===== src/rtl/sleep_sched_pkg.sv =====
// Shared definitions for the sleep wake-event scheduler:
// register map, CTRL fields, timer states and helpers.
package sleep_sched_pkg;

    localparam int NUM_SRC_MAX = 31;

    localparam logic [4:0] REG_SCHED_CTRL    = 5'd0;
    localparam logic [4:0] REG_SCHED_COMPARE = 5'd1;
    localparam logic [4:0] REG_SCHED_COUNT   = 5'd2;
    localparam logic [4:0] REG_SCHED_MASK    = 5'd3;
    localparam logic [4:0] REG_SCHED_PENDING = 5'd4;
    localparam logic [4:0] REG_SCHED_STATUS  = 5'd5;

    localparam int CTRL_TIMER_EN     = 0;
    localparam int CTRL_AUTO_RELOAD  = 1;
    localparam int CTRL_PRESCALE_LSB = 8;
    localparam int CTRL_PRESCALE_MSB = 15;

    typedef enum logic {
        IDLE  = 1'b0,
        COUNT = 1'b1
    } tmr_state_e;

    // Index of the lowest set bit; 0 when the vector is empty.
    function automatic logic [4:0] lowest_set(input logic [31:0] vec);
        logic [4:0] idx;
        idx = '0;
        for (int i = 31; i >= 0; i--) begin
            if (vec[i]) idx = 5'(i);
        end
        return idx;
    endfunction

endpackage


===== src/rtl/sleep_wakeup_scheduler_timer.sv =====
// Prescaled wake-up timer: prescaler, COUNT vs COMPARE and the
// IDLE/COUNT state machine. Expiry is a flop-derived strobe.
module wakeup_timer
    import sleep_sched_pkg::*;
(
    input  logic        HCLK,
    input  logic        HRESETn,
    input  logic        ctrl_wr,
    input  logic        en_wr,
    input  logic        auto_reload,
    input  logic [7:0]  prescale,
    input  logic [31:0] compare,
    output logic        expire,
    output logic        hw_clear,
    output logic [31:0] count
);

    tmr_state_e  state_q, state_d;
    logic [7:0]  presc_q, presc_d;
    logic [31:0] count_q, count_d;
    logic        tick;

    assign tick     = (state_q == COUNT) && (presc_q == prescale);
    assign expire   = tick && (count_q == compare);
    assign hw_clear = expire && !auto_reload;
    assign count    = count_q;

    // State, prescaler and count registers.
    always_ff @(posedge HCLK or negedge HRESETn) begin
        if (!HRESETn) begin
            state_q <= IDLE;
            presc_q <= '0;
            count_q <= '0;
        end else begin
            state_q <= state_d;
            presc_q <= presc_d;
            count_q <= count_d;
        end
    end

    // Next state: ticking, expiry handling and software start/stop.
    always_comb begin
        state_d = state_q;
        presc_d = presc_q;
        count_d = count_q;
        unique case (state_q)
            IDLE: begin
                if (ctrl_wr && en_wr) begin
                    state_d = COUNT;
                    presc_d = '0;
                    count_d = '0;
                end
            end
            COUNT: begin
                if (tick) begin
                    presc_d = '0;
                    if (expire) begin
                        if (auto_reload) count_d = '0;
                        else             state_d = IDLE;
                    end else begin
                        count_d = count_q + 32'd1;
                    end
                end else begin
                    presc_d = presc_q + 8'd1;
                end
                // Software stop holds COUNT; a start racing a
                // one-shot expiry keeps the timer running afresh.
                if (ctrl_wr) begin
                    if (!en_wr) begin
                        state_d = IDLE;
                        presc_d = '0;
                        count_d = count_q;
                    end else if (hw_clear) begin
                        state_d = COUNT;
                        presc_d = '0;
                        count_d = '0;
                    end
                end
            end
            default: state_d = IDLE;
        endcase
    end

endmodule


===== src/rtl/sleep_wakeup_scheduler.sv =====
// Wake-event scheduler: APB registers, source edge capture,
// pending/mask logic and wake-cause record for the sleep controller.
module sleep_wakeup_scheduler
    import sleep_sched_pkg::*;
#(
    parameter int APB_ADDR_WIDTH = 12,
    parameter int NUM_SRC        = 8
) (
    input  logic                      HCLK,
    input  logic                      HRESETn,
    input  logic [APB_ADDR_WIDTH-1:0] PADDR,
    input  logic [31:0]               PWDATA,
    input  logic                      PWRITE,
    input  logic                      PSEL,
    input  logic                      PENABLE,
    output logic [31:0]               PRDATA,
    output logic                      PREADY,
    output logic                      PSLVERR,
    input  logic [NUM_SRC-1:0]        event_src_i,
    input  logic                      core_sleeping_i,
    output logic                      event_o,
    output logic                      timer_irq_o
);

    localparam int NB = NUM_SRC + 1;

    logic               wr_acc;
    logic               rd_acc;
    logic [4:0]         reg_idx;
    logic               ctrl_wr;
    logic               status_rd;
    logic               timer_en_q;
    logic               auto_reload_q;
    logic [7:0]         prescale_q;
    logic [31:0]        compare_q;
    logic [NB-1:0]      mask_q;
    logic [NB-1:0]      pending_q;
    logic [NB-1:0]      set_vec;
    logic [NB-1:0]      clr_vec;
    logic [NB-1:0]      active;
    logic [NUM_SRC-1:0] src_q;
    logic [NUM_SRC-1:0] rise;
    logic               tmr_expire;
    logic               tmr_hw_clear;
    logic [31:0]        tmr_count;
    logic               irq_q;
    logic               event_q;
    logic               wake_capture;
    logic               wake_valid_q;
    logic [4:0]         wake_id_q;
    logic               unused_paddr;

    assign wr_acc    = PSEL & PENABLE & PWRITE;
    assign rd_acc    = PSEL & PENABLE & ~PWRITE;
    assign reg_idx   = PADDR[6:2];
    assign ctrl_wr   = wr_acc && (reg_idx == REG_SCHED_CTRL);
    assign status_rd = rd_acc && (reg_idx == REG_SCHED_STATUS);

    assign unused_paddr = ^{PADDR[APB_ADDR_WIDTH-1:7], PADDR[1:0]};

    assign PREADY  = 1'b1;
    assign PSLVERR = 1'b0;

    // Timer expiry takes the slot just above the external sources.
    assign rise    = event_src_i & ~src_q;
    assign set_vec = {tmr_expire, rise};
    assign clr_vec = (wr_acc && (reg_idx == REG_SCHED_PENDING)) ?
                     PWDATA[NB-1:0] : '0;

    assign active       = pending_q & mask_q;
    assign event_o      = |active;
    assign wake_capture = event_o & ~event_q;
    assign timer_irq_o  = irq_q;

    wakeup_timer u_timer (
        .HCLK        (HCLK),
        .HRESETn     (HRESETn),
        .ctrl_wr     (ctrl_wr),
        .en_wr       (PWDATA[CTRL_TIMER_EN]),
        .auto_reload (auto_reload_q),
        .prescale    (prescale_q),
        .compare     (compare_q),
        .expire      (tmr_expire),
        .hw_clear    (tmr_hw_clear),
        .count       (tmr_count)
    );

    // Software-visible configuration; a CTRL write beats the
    // hardware clear of TIMER_EN on one-shot expiry.
    always_ff @(posedge HCLK or negedge HRESETn) begin
        if (!HRESETn) begin
            timer_en_q    <= 1'b0;
            auto_reload_q <= 1'b0;
            prescale_q    <= '0;
            compare_q     <= '0;
            mask_q        <= '0;
        end else begin
            if (ctrl_wr) begin
                timer_en_q    <= PWDATA[CTRL_TIMER_EN];
                auto_reload_q <= PWDATA[CTRL_AUTO_RELOAD];
                prescale_q    <= PWDATA[CTRL_PRESCALE_MSB:CTRL_PRESCALE_LSB];
            end else if (tmr_hw_clear) begin
                timer_en_q <= 1'b0;
            end
            if (wr_acc && (reg_idx == REG_SCHED_COMPARE)) compare_q <= PWDATA;
            if (wr_acc && (reg_idx == REG_SCHED_MASK))    mask_q    <= PWDATA[NB-1:0];
        end
    end

    // Edge history and pending bits; a new set wins over W1C.
    always_ff @(posedge HCLK or negedge HRESETn) begin
        if (!HRESETn) begin
            src_q     <= '0;
            pending_q <= '0;
        end else begin
            src_q     <= event_src_i;
            pending_q <= (pending_q & ~clr_vec) | set_vec;
        end
    end

    // Timer pulse and wake-cause capture on the rising event edge.
    always_ff @(posedge HCLK or negedge HRESETn) begin
        if (!HRESETn) begin
            irq_q        <= 1'b0;
            event_q      <= 1'b0;
            wake_valid_q <= 1'b0;
            wake_id_q    <= '0;
        end else begin
            irq_q   <= tmr_expire;
            event_q <= event_o;
            if (wake_capture) begin
                wake_id_q    <= lowest_set(32'(active));
                wake_valid_q <= core_sleeping_i;
            end else if (status_rd) begin
                wake_valid_q <= 1'b0;
            end
        end
    end

    // Read mux; data only during the access phase of a read.
    always_comb begin
        PRDATA = '0;
        if (rd_acc) begin
            case (reg_idx)
                REG_SCHED_CTRL: begin
                    PRDATA[CTRL_TIMER_EN]    = timer_en_q;
                    PRDATA[CTRL_AUTO_RELOAD] = auto_reload_q;
                    PRDATA[CTRL_PRESCALE_MSB:CTRL_PRESCALE_LSB] = prescale_q;
                end
                REG_SCHED_COMPARE: PRDATA = compare_q;
                REG_SCHED_COUNT:   PRDATA = tmr_count;
                REG_SCHED_MASK:    PRDATA = 32'(mask_q);
                REG_SCHED_PENDING: PRDATA = 32'(pending_q);
                REG_SCHED_STATUS: begin
                    PRDATA[31]  = wake_valid_q;
                    PRDATA[4:0] = wake_id_q;
                end
                default: PRDATA = '0;
            endcase
        end
    end

endmodule

===== config.mk =====
export PLATFORM = sky130hd
export DESIGN_NAME = sleep_wakeup_scheduler
export DESIGN_NICKNAME = d
export VERILOG_FILES = /design/src/rtl/sleep_sched_pkg.sv /design/src/rtl/sleep_wakeup_scheduler_timer.sv /design/src/rtl/sleep_wakeup_scheduler.sv
export SDC_FILE = /design/constraint.sdc
export NUM_CORES = 1
export LEC_CHECK = 0
export BUFFER_PORTS_ARGS = -buffer_cell sky130_fd_sc_hd__buf_4
export CORE_MARGIN = 1
export CORE_UTILIZATION = 58
export CTS_CLUSTER_SIZE = 24
export DETAILED_ROUTE_END_ITERATION = 8
export PLACE_DENSITY = 0.78
export SETUP_SLACK_MARGIN = 0.15
export SLEW_MARGIN = 0
export SYNTH_ARGS = -nofsm -noshare
export SYNTH_HDL_FRONTEND = slang
export SYNTH_HIERARCHICAL = 1
export SYNTH_SLANG_ARGS = --single-unit

===== constraint.sdc =====
create_clock -name HCLK -period 4.16 [get_ports HCLK]
set_clock_uncertainty 0.05 [all_clocks]
set_input_delay 0.624 -clock HCLK [delete_from_list [all_inputs] [get_ports HCLK]]
set_output_delay 0.624 -clock HCLK [all_outputs]
set_load 0.05 [all_outputs]

After elaboration in Yosys (flattened, before gate mapping)
Cells that the tools add are included.

Register bits: 117. Output and inout bits: 36. Logic and storage cells: 96. Bits of input ports: 58.

$add $sub $neg: 2. Bitwise operators: 13. Reductions and logical operators: 15. Equal/unequal tests: 9. Muxes and demuxes: 43.

Operator list (count): $mux 32 (8); $pmux 32 s2 (1); $mux 5 (8); $mux 8 (5); $pmux 8 s5 (1); $add 32x1->32 const B (1); $eq 32x32->1 (1); $pmux 15 s2 (1); $and 9x9->9 (2); $pmux 8 s2 (1); $pmux 3 s5 (1); $pmux 2 s6 (1); $pmux 3 s4 (1); $mux 1 (11); $eq 5x2->1 const B (2); $eq 5x3->1 const B (2); $logic_and 1x1->1 (9); $mux 9 (1); $not 9->9 (1); $or 9x9->9 (1); $reduce_or 9->1 (1); $add 8x1->8 const B (1); $and 8x8->8 (1); $eq 8x8->1 (1); other kinds (13) (19).

Logic depth before layout (Yosys ltp)
Gate-level depths: netlist (run 1).

Depth in word-level cells: 10. Depth in mapped cells: 12. Mapped depth without buffers: 10.

Modules after synthesis
The synthesis (run 1) kept the hierarchy.

By module, submodules not included: sleep_wakeup_scheduler (instances 1, cells an instance 319, area an instance 3757.4 µm², seq. area each 1876.8 µm²); wakeup_timer (instances 1, cells an instance 362, area an instance 3145.5 µm², seq. area each 1026.0 µm²).

Worst setup path before layout (run 1)
No wires, ideal clock.

Path type: input-to-output. Start point: input PADDR[5]. End point: output PRDATA[4]. Data required time: 3.486 ns. Setup slack: 1.198 ns. Stages on the path: 6. Arrival: 2.288 ns. Path buffers: 2. Cell sequence: nor3_4 -> and3b_1 -> buf_6 -> clkbuf_1 -> a222oi_1 -> a21oi_1.

Longest elaborated chain between the ends: 3. Elaborated cells between the ends (all ways): 7. Classes of those cells: 5 x eq/ne; 2 x mux.

Ends and longest elaborated chain: start, declared (RTL line sleep_wakeup_scheduler.sv:11) `input logic [APB_ADDR_WIDTH-1:0] PADDR,`; $eq 5x3->1 (tied with other cells) (RTL line sleep_wakeup_scheduler.sv:144) `case (reg_idx)`; $pmux 3 s5 (*) (RTL line sleep_wakeup_scheduler.sv:144); $mux 32 (*) (RTL line sleep_wakeup_scheduler.sv:143) `if (rd_acc) begin`; end, declared (RTL line sleep_wakeup_scheduler.sv:16) `output logic [31:0] PRDATA,`.

Every way passes the cells marked *; elsewhere a longest branch is shown, timed or not.

Worst setup path in the final report (run 1)
Start point: input PADDR[4]. End point: output PRDATA[4].

The elaborated chain is that of the path after synthesis.

==> run summary, run 1 <==
DP Worst Slack -> 0.845 ns
P_int -> 0.00228 W
post-route clock period utilization -> 77.3%
number of global-route vias before repair -> 5763
slew margin rel. -> 34.2%
worst-path fanout max -> 15
Clock Path Buffers -> 2
combinational share of power -> 13.1%
asr flop ratio synth -> 100%
Max Slew Vio Count -> 0
M2 GR Usage -> 48.6%
RSZ-0062 raised after global routing -> false
design area -> 0.00806 mm2
GRT met3 Usage -> 8.42%
RR Endpoint -> u_timer/count[9]$_DFFE_PN0P_
TritonCTS clock tree -> built
Hold Crit Class -> in -> async
Clk pwr share -> 44.5%
net load switching power -> 0.000807 W
I/O Pins -> 94
Ys Warns -> 6
largest net degree at the start of global routing -> 54
setup TNS -> 0 ns
Final setup viols -> 0
DRT Pass-1 Iters -> 8
CP Class -> in -> out
register area share after synthesis -> 42.1%
area grow syn2layout -> 16.8%
Syn Nets -> 741
post-cts gate resize count -> 0
met1 Use GR -> 42.2%
initial core utilization -> 59.9%
nets@finish -> 810
Worst-Margin Slew -> 0.979 ns
CP required -> 3.49 ns
area of placed instances -> 0.00750 mm2
clock root buffer -> clkbuf_16
# DRC -> 12
H-tree depth -> 4
Die Ht -> 111 um
Distinct cells, synth -> 75
Gate Count Post-Synth -> 681
Net Sw Frac -> 26.2%
sequential cell fraction of total power -> 42.4%
post-synth top area cell -> dfrtp_1
Synth Register Bits -> 116
Cell Area, Synth -> 0.00690 mm2
Period minus WS final -> 3.22 ns
Vias/cell -> 6.59
RePlAce Congestion -> 0.915
Core Area -> 0.0115 mm2
startpoint type of the worst setup path -> input pin
share of the synthesized area in the top cell type -> 42.1%
placement row count -> 39
detailed placer's ending HPWL -> 13100 um
count of clock tree sinks -> 116
GRT busiest layer -> met2
initial drt markers -> 622
initial antenna violation count -> 0
Total Routing Usage GR -> 31.6%
R2R cell count -> 6
PortBufs -> 84
final setup margin -> 0.944 ns
hold_buf cts -> 0
top post-synthesis cells by area -> dfrtp_1 42%, mux2_4 6.5%, xor2_1 4.3%
Skew-Pair Late Insertion Delay -> 0.42 ns
number of enable flip-flop cells after synthesis -> 0
Routed WL per cell -> 20.8 um
overflow left after global routing -> 0
pwr dens -> 382 mW/mm2
Post-Route WL -> 18800 um
Max Freq -> 311 MHz
syn_area_per_cell -> 10.1 um2
Vias -> 5968
failing checks -> DRC
outcome -> finished, violations left
clk slew on worst S/H paths -> 0.05 ns
ant diodes -> 0
share of cells above drive strength 1 -> 26.5%
Setup crit end kind -> output port
R2R setup slack -> 1.12 ns
DIE AREA -> 0.0123 mm2
ys flop type -> dfrtp_1
Pleak -> 3.65 nW
clock buffer count from CTS -> 17
Final Hold Viols -> 0
CP arrival -> 2.54 ns
max_cap viols -> 0
Die X -> 111 um
post-route ant nets -> 0
number of setup buffers added after CTS -> 0
first-pass GRT wire length -> 30000 um
worst vdd ir -> 332 uV
r2r startpoint -> u_timer/count[24]$_DFFE_PN0P_
## worst max-delay path, cell delays in order
cell	delay, ns
buf_4	0.14
nor3_4	0.26
and3b_1	0.68
buf_4	0.32
a222oi_1	0.08
a21oi_1	0.20
buf_4	0.23
## synth_stat cells (all sizes together), types with 11 or more instances
cell,n
a21oi,23
a22o,13
a22oi,32
a31oi,11
buf,32
dfrtp,116
inv,24
mux2,56
nand2,62
nand3,25
nand4,16
nor2,56
nor3,12
nor4,14
o21ai,35
xnor2,11
xor2,34
## stage by stage
stage	util, %	power, W	hold slack [ns]	cells
floorplan	-	0.00155	0.278	681
global placement	65.1	0.00170	0.440	874
detailed placement	65.1	0.00172	0.441	874
CTS	70.0	0.00309	0.214	905
global route	70.0	0.00319	0.229	905
finish	70.0	0.00308	0.197	905
## layout by cell type, fill, tap and decap left out, types with 3 or more instances in the layout
cell type and n:
clkbuf_8 8, a222oi_1 8, a22oi_1 32, o21ai_1 4
a22o_1 13, nor2_1 56, buf_4 92, nor4_1 7
nand4_1 15, o31ai_1 5, a21boi_0 3, nor4_2 7
nand3_1 22, and3_1 6, clkinv_2 3, clkbuf_1 3
mux2i_1 10, clkbuf_16 17, a31oi_1 11, mux2_2 24
mux2_4 30, a21oi_1 23, o21ai_0 31, nor3_2 3
nor3_1 8, o211ai_1 3, or3_1 5, nand2_1 62
o311ai_1 5, xnor2_1 11, xor2_1 34, and2_1 5
dfrtp_1 116, inv_1 24
## cell type report
type | count | area [um2]
multi-input cells | 499 | 3640
fillers | 902 | 3460
flip-flops and latches | 116 | 2900
repair buffers | 92 | 691
clock buffers | 28 | 547
well taps | 143 | 179
inverters | 24 | 90.1
clock inverters | 3 | 15.0
## worst max-delay path by stage
| stage | from | to | slack [ns] | depth (start not counted) |
|---|---|---|---|---|
| 3_5_place_dp | PADDR[4] | u_timer/presc_q[5]$_DFFE_PN0P_ | 0.84 | 11 |
| 4_1_cts | PADDR[4] | PRDATA[4] | 0.97 | 7 |
| 5_1_grt | PADDR[4] | PRDATA[4] | 0.83 | 7 |
| 2_1_floorplan | PADDR[5] | PRDATA[4] | 1.20 | 6 |
| 6_report | PADDR[4] | PRDATA[4] | 0.94 | 7 |
| 3_3_place_gp | PADDR[2] | u_timer/count[31]$_DFFE_PN0P_ | 0.96 | 10 |
## power groups by stage
stage | combinational [W] | sequential, W | clock, W
after detailed placement | 0.000396 | 0.00132 | 0
after CTS | 0.000401 | 0.00130 | 0.00139
final | 0.000404 | 0.00131 | 0.00137
after global placement | 0.000383 | 0.00131 | 0
after floorplan | 0.000264 | 0.00129 | 0
after global routing | 0.000437 | 0.00131 | 0.00144
## logic make-up after synthesis
kind of cell / Yosys count / share of synthesized area, %
buf+inv: 66 / 5.27
compound gates: 164 / 17.2
simple gates: 220 / 17.1
other cells: 2 / 0.109
flops: 116 / 42.1
fa+ha+maj: 2 / 0.362
mux: 66 / 12.2
xor+xnor: 45 / 5.71
## state kept, by name (all words and copies together), names as in the netlist
| register | cells |
|---|---|
| timer_irq_o | 1 |
| wake_valid_q | 1 |
| src_q | 8 |
| mask_q | 9 |
| compare_q | 32 |
| event_q | 1 |
| u_timer/count | 32 |
| timer_en_q | 1 |
| wake_id_q | 4 |
| u_timer/state_q | 1 |
| pending_q | 9 |
| auto_reload_q | 1 |
| u_timer/presc_q | 8 |
| prescale_q | 8 |
## routing by layer
layer	wire [um]	part of all wire, %
met1	7940	42
met2	8800	47
met3	1460	7.8
met4	630	3.3
met5	0	0
Power figures use the tool's default switching activity.
==> inputs of run 2 (changes only) <==
CORE_UTILIZATION = 53   (was 58)
PLACE_DENSITY = 0.75   (was 0.78)
clock period = 2.95 ns   (was 4.16 ns; I/O delays follow)
==> run 2 against run 1 <==
Critical endpoint is now u_timer/count[27]$_DFFE_PN0P_. Critical path depth is the same. Critical path type is now reg -> reg. Cell count grew 5.5%. Register-to-register slack lost 0.89 ns. The flow now finishes without violations.
==> run summary, run 2 (synthesis gave the netlist of run 1 again) <==
outcome -> finished clean
CP top delay family -> simple AND/OR/NAND/NOR gates
worst vdd ir -> 374 uV (+12%)
Hold Path Depth -> 1
Routed WL per cell -> 20.2 um (-3.1%)
overflow left after global routing -> 0 (unchanged)
Hold Startpoint -> event_src_i[1]
Die X -> 116 um (+4.5%)
R2R cell count -> 7 (+1)
Power, Total -> 0.00463 W (+50%)
RSZ-0062 raised after global routing -> false
Clk pwr share -> 47.6% (+3.1 points)
largest net degree at the start of global routing -> 48 (-11%)
ant diodes -> 0 (unchanged)
Vias/cell -> 6.17 (-6.4%)
slew margin rel. -> 25.2% (-9.0 points)
CP Launch Point -> u_timer/count[1]$_DFFE_PN0P_
Skew-Pair Late Insertion Delay -> 0.43 ns (about the same)
combinational share of power -> 12.7% (-0.4 points)
clk slew on worst S/H paths -> 0.06 ns (about the same)
CP arrival -> 2.99 ns (+0.45 ns)
DIE AREA -> 0.0135 mm2 (+9.3%)
RR Endpoint -> u_timer/count[27]$_DFFE_PN0P_
Core Area -> 0.0127 mm2 (+10%)
RePlAce Congestion -> 0.914 (-0.17%)
detailed placer's ending HPWL -> 13700 um (+5.0%)
H-tree depth -> 4 (unchanged)
Die Ht -> 116 um (+4.5%)
setup TNS -> 0 ns (unchanged)
max_cap viols -> 0 (unchanged)
buffers plus inverters on the worst setup path -> 1 (-2)
clock root buffer -> clkbuf_16
number of global-route vias before repair -> 5765 (+0.035%)
TritonCTS clock tree -> built
# DRC -> 0 (-12)
CP max-delay cell -> nor4_1
Post-Route WL -> 19300 um (+2.2%)
sequential cell fraction of total power -> 39.7% (-2.7 points)
Setup crit end kind -> flip-flop
initial core utilization -> 54.5% (-5.5 points)
initial drt markers -> 639 (+2.7%)
CP Depth -> 7 (unchanged)
r2r startpoint -> u_timer/count[1]$_DFFE_PN0P_
commonest cells after routing, fill and taps aside -> 116 x dfrtp_1, 109 x buf_4, 62 x nand2_1
crit path capture -> u_timer/count[27]$_DFFE_PN0P_
placement row count -> 41 (+5.1%)
Max Freq -> 368 MHz
CP required -> 3.22 ns (-0.27 ns)
count of clock tree sinks -> 116 (unchanged)
DRT Pass-1 Iters -> 5 (-3)
net load switching power -> 0.00120 W (+49%)
Clock Path Buffers -> 2 (unchanged)
CP peak stage delay -> 0.51 ns (-0.17 ns)
Worst-Margin Slew -> 1.11 ns (+0.134 ns)
Hold Crit Class -> in -> reg
CP Cell Sequence -> xor2_1, nor4_1, and4_2, nand3_4, buf_4, mux2_1, o311ai_1
Period minus WS final -> 2.72 ns
PortBufs -> 84 (unchanged)
initial antenna violation count -> 0 (unchanged)
clock buffer count from CTS -> 17 (unchanged)
nets@finish -> 830 (+2.5%)
Net Sw Frac -> 25.9% (-0.23 points)
Final Hold Viols -> 0 (unchanged)
Max Slew Vio Count -> 0 (unchanged)
area grow syn2layout -> 21.0%
first-pass GRT wire length -> 30900 um (+3.2%)
Fillers -> 1043 (+16%)
post-route clock period utilization -> 92.2%
startpoint type of the worst setup path -> flip-flop
commonest non-fill, non-tap cell in the layout -> dfrtp_1
Final setup viols -> 0 (unchanged)
I/O Pins -> 94 (unchanged)
R2R setup slack -> 0.23 ns (-0.89 ns)
P_int -> 0.00343 W (+51%)
Pleak -> 3.76 nW (+3.3%)
Vias -> 5894 (-1.2%)
CP Class -> reg -> reg
post-route ant nets -> 0 (unchanged)
worst-path fanout max -> 7 (-8)
share of cells above drive strength 1 -> 28.7% (+2.2 points)
Total Routing Usage GR -> 30.8% (-0.79 points)
pwr dens -> 554 mW/mm2 (+45%)
[run 2: what timing repair did]
item | CTS | global route
gates resized for setup | 1 | 0
pin swaps | 0 | 1
hold buffers | 1 | 0
hold endpoints to repair | 39 | 0
buffers inserted | 0 | 0
endpoints found under the setup margin | 3 | 1
[run 2: layout make-up]
cell class | instances | area [um2] | share of cell area, %
inverters | 24 | 90.1 | 1.08
clock inverters | 13 | 181 | 2.17
repair buffers | 112 | 868 | 10.4
multi-input cells | 499 | 3640 | 43.6
clock buffers | 19 | 453 | 5.42
flip-flops and latches | 116 | 2900 | 34.7
well taps | 172 | 215 | 2.58
[run 2: routing by layer]
| metal | share of wire [%] | GRT usage (%) | vias up |
|---|---|---|---|
| li1 | - | - | 2684 |
| met1 | 44 | 41.6 | 2926 |
| met2 | 47 | 48.5 | 253 |
| met3 | 7.1 | 7.78 | 31 |
| met4 | 1.8 | 10.4 | 0 |
| met5 | 0 | 0 | - |
[run 2: how the worst min path moves through the flow]
stage,to,slack (ns)
after floorplan,auto_reload_q$_DFFE_PN0P_,0.1
after global placement,compare_q[22]$_DFFE_PN0P_,0.41
after detailed placement,compare_q[21]$_DFFE_PN0P_,0.41
after CTS,src_q[5]$_DFF_PN0_,0.07
after global routing,src_q[2]$_DFF_PN0_,0.07
final,src_q[1]$_DFF_PN0_,0.08
[run 2: power groups by stage]
stage / Clock [W] / Combinational, W / Sequential, W
2_1_floorplan: 0 / 0.000373 / 0.00182
3_3_place_gp: 0 / 0.000554 / 0.00185
3_5_place_dp: 0 / 0.000575 / 0.00186
4_1_cts: 0.00222 / 0.000583 / 0.00184
5_1_grt: 0.00230 / 0.000636 / 0.00185
6_report: 0.00220 / 0.000586 / 0.00184
[run 2: worst reg2reg max path, cell delays in order, from the launching register on]
cell,delay (ns)
dfrtp_1,0.49
xor2_1,0.22
nor4_1,0.51
and4_2,0.42
nand3_4,0.15
buf_4,0.21
mux2_1,0.31
o311ai_1,0.25
[run 2: metrics by stage]
step           setup slack, ns  utilization [%]  std cells  cell area [um2]  hold WS [ns]
2_1_floorplan            0.351                -        681             6900        0.0969
3_3_place_gp             0.109             60.8        922             7700         0.406
3_5_place_dp            0.0685             60.8        922             7700         0.411
4_1_cts                  0.277             65.9        955             8350        0.0665
5_1_grt                  0.166             65.9        955             8350        0.0667
6_report                 0.230             65.9        955             8350        0.0817
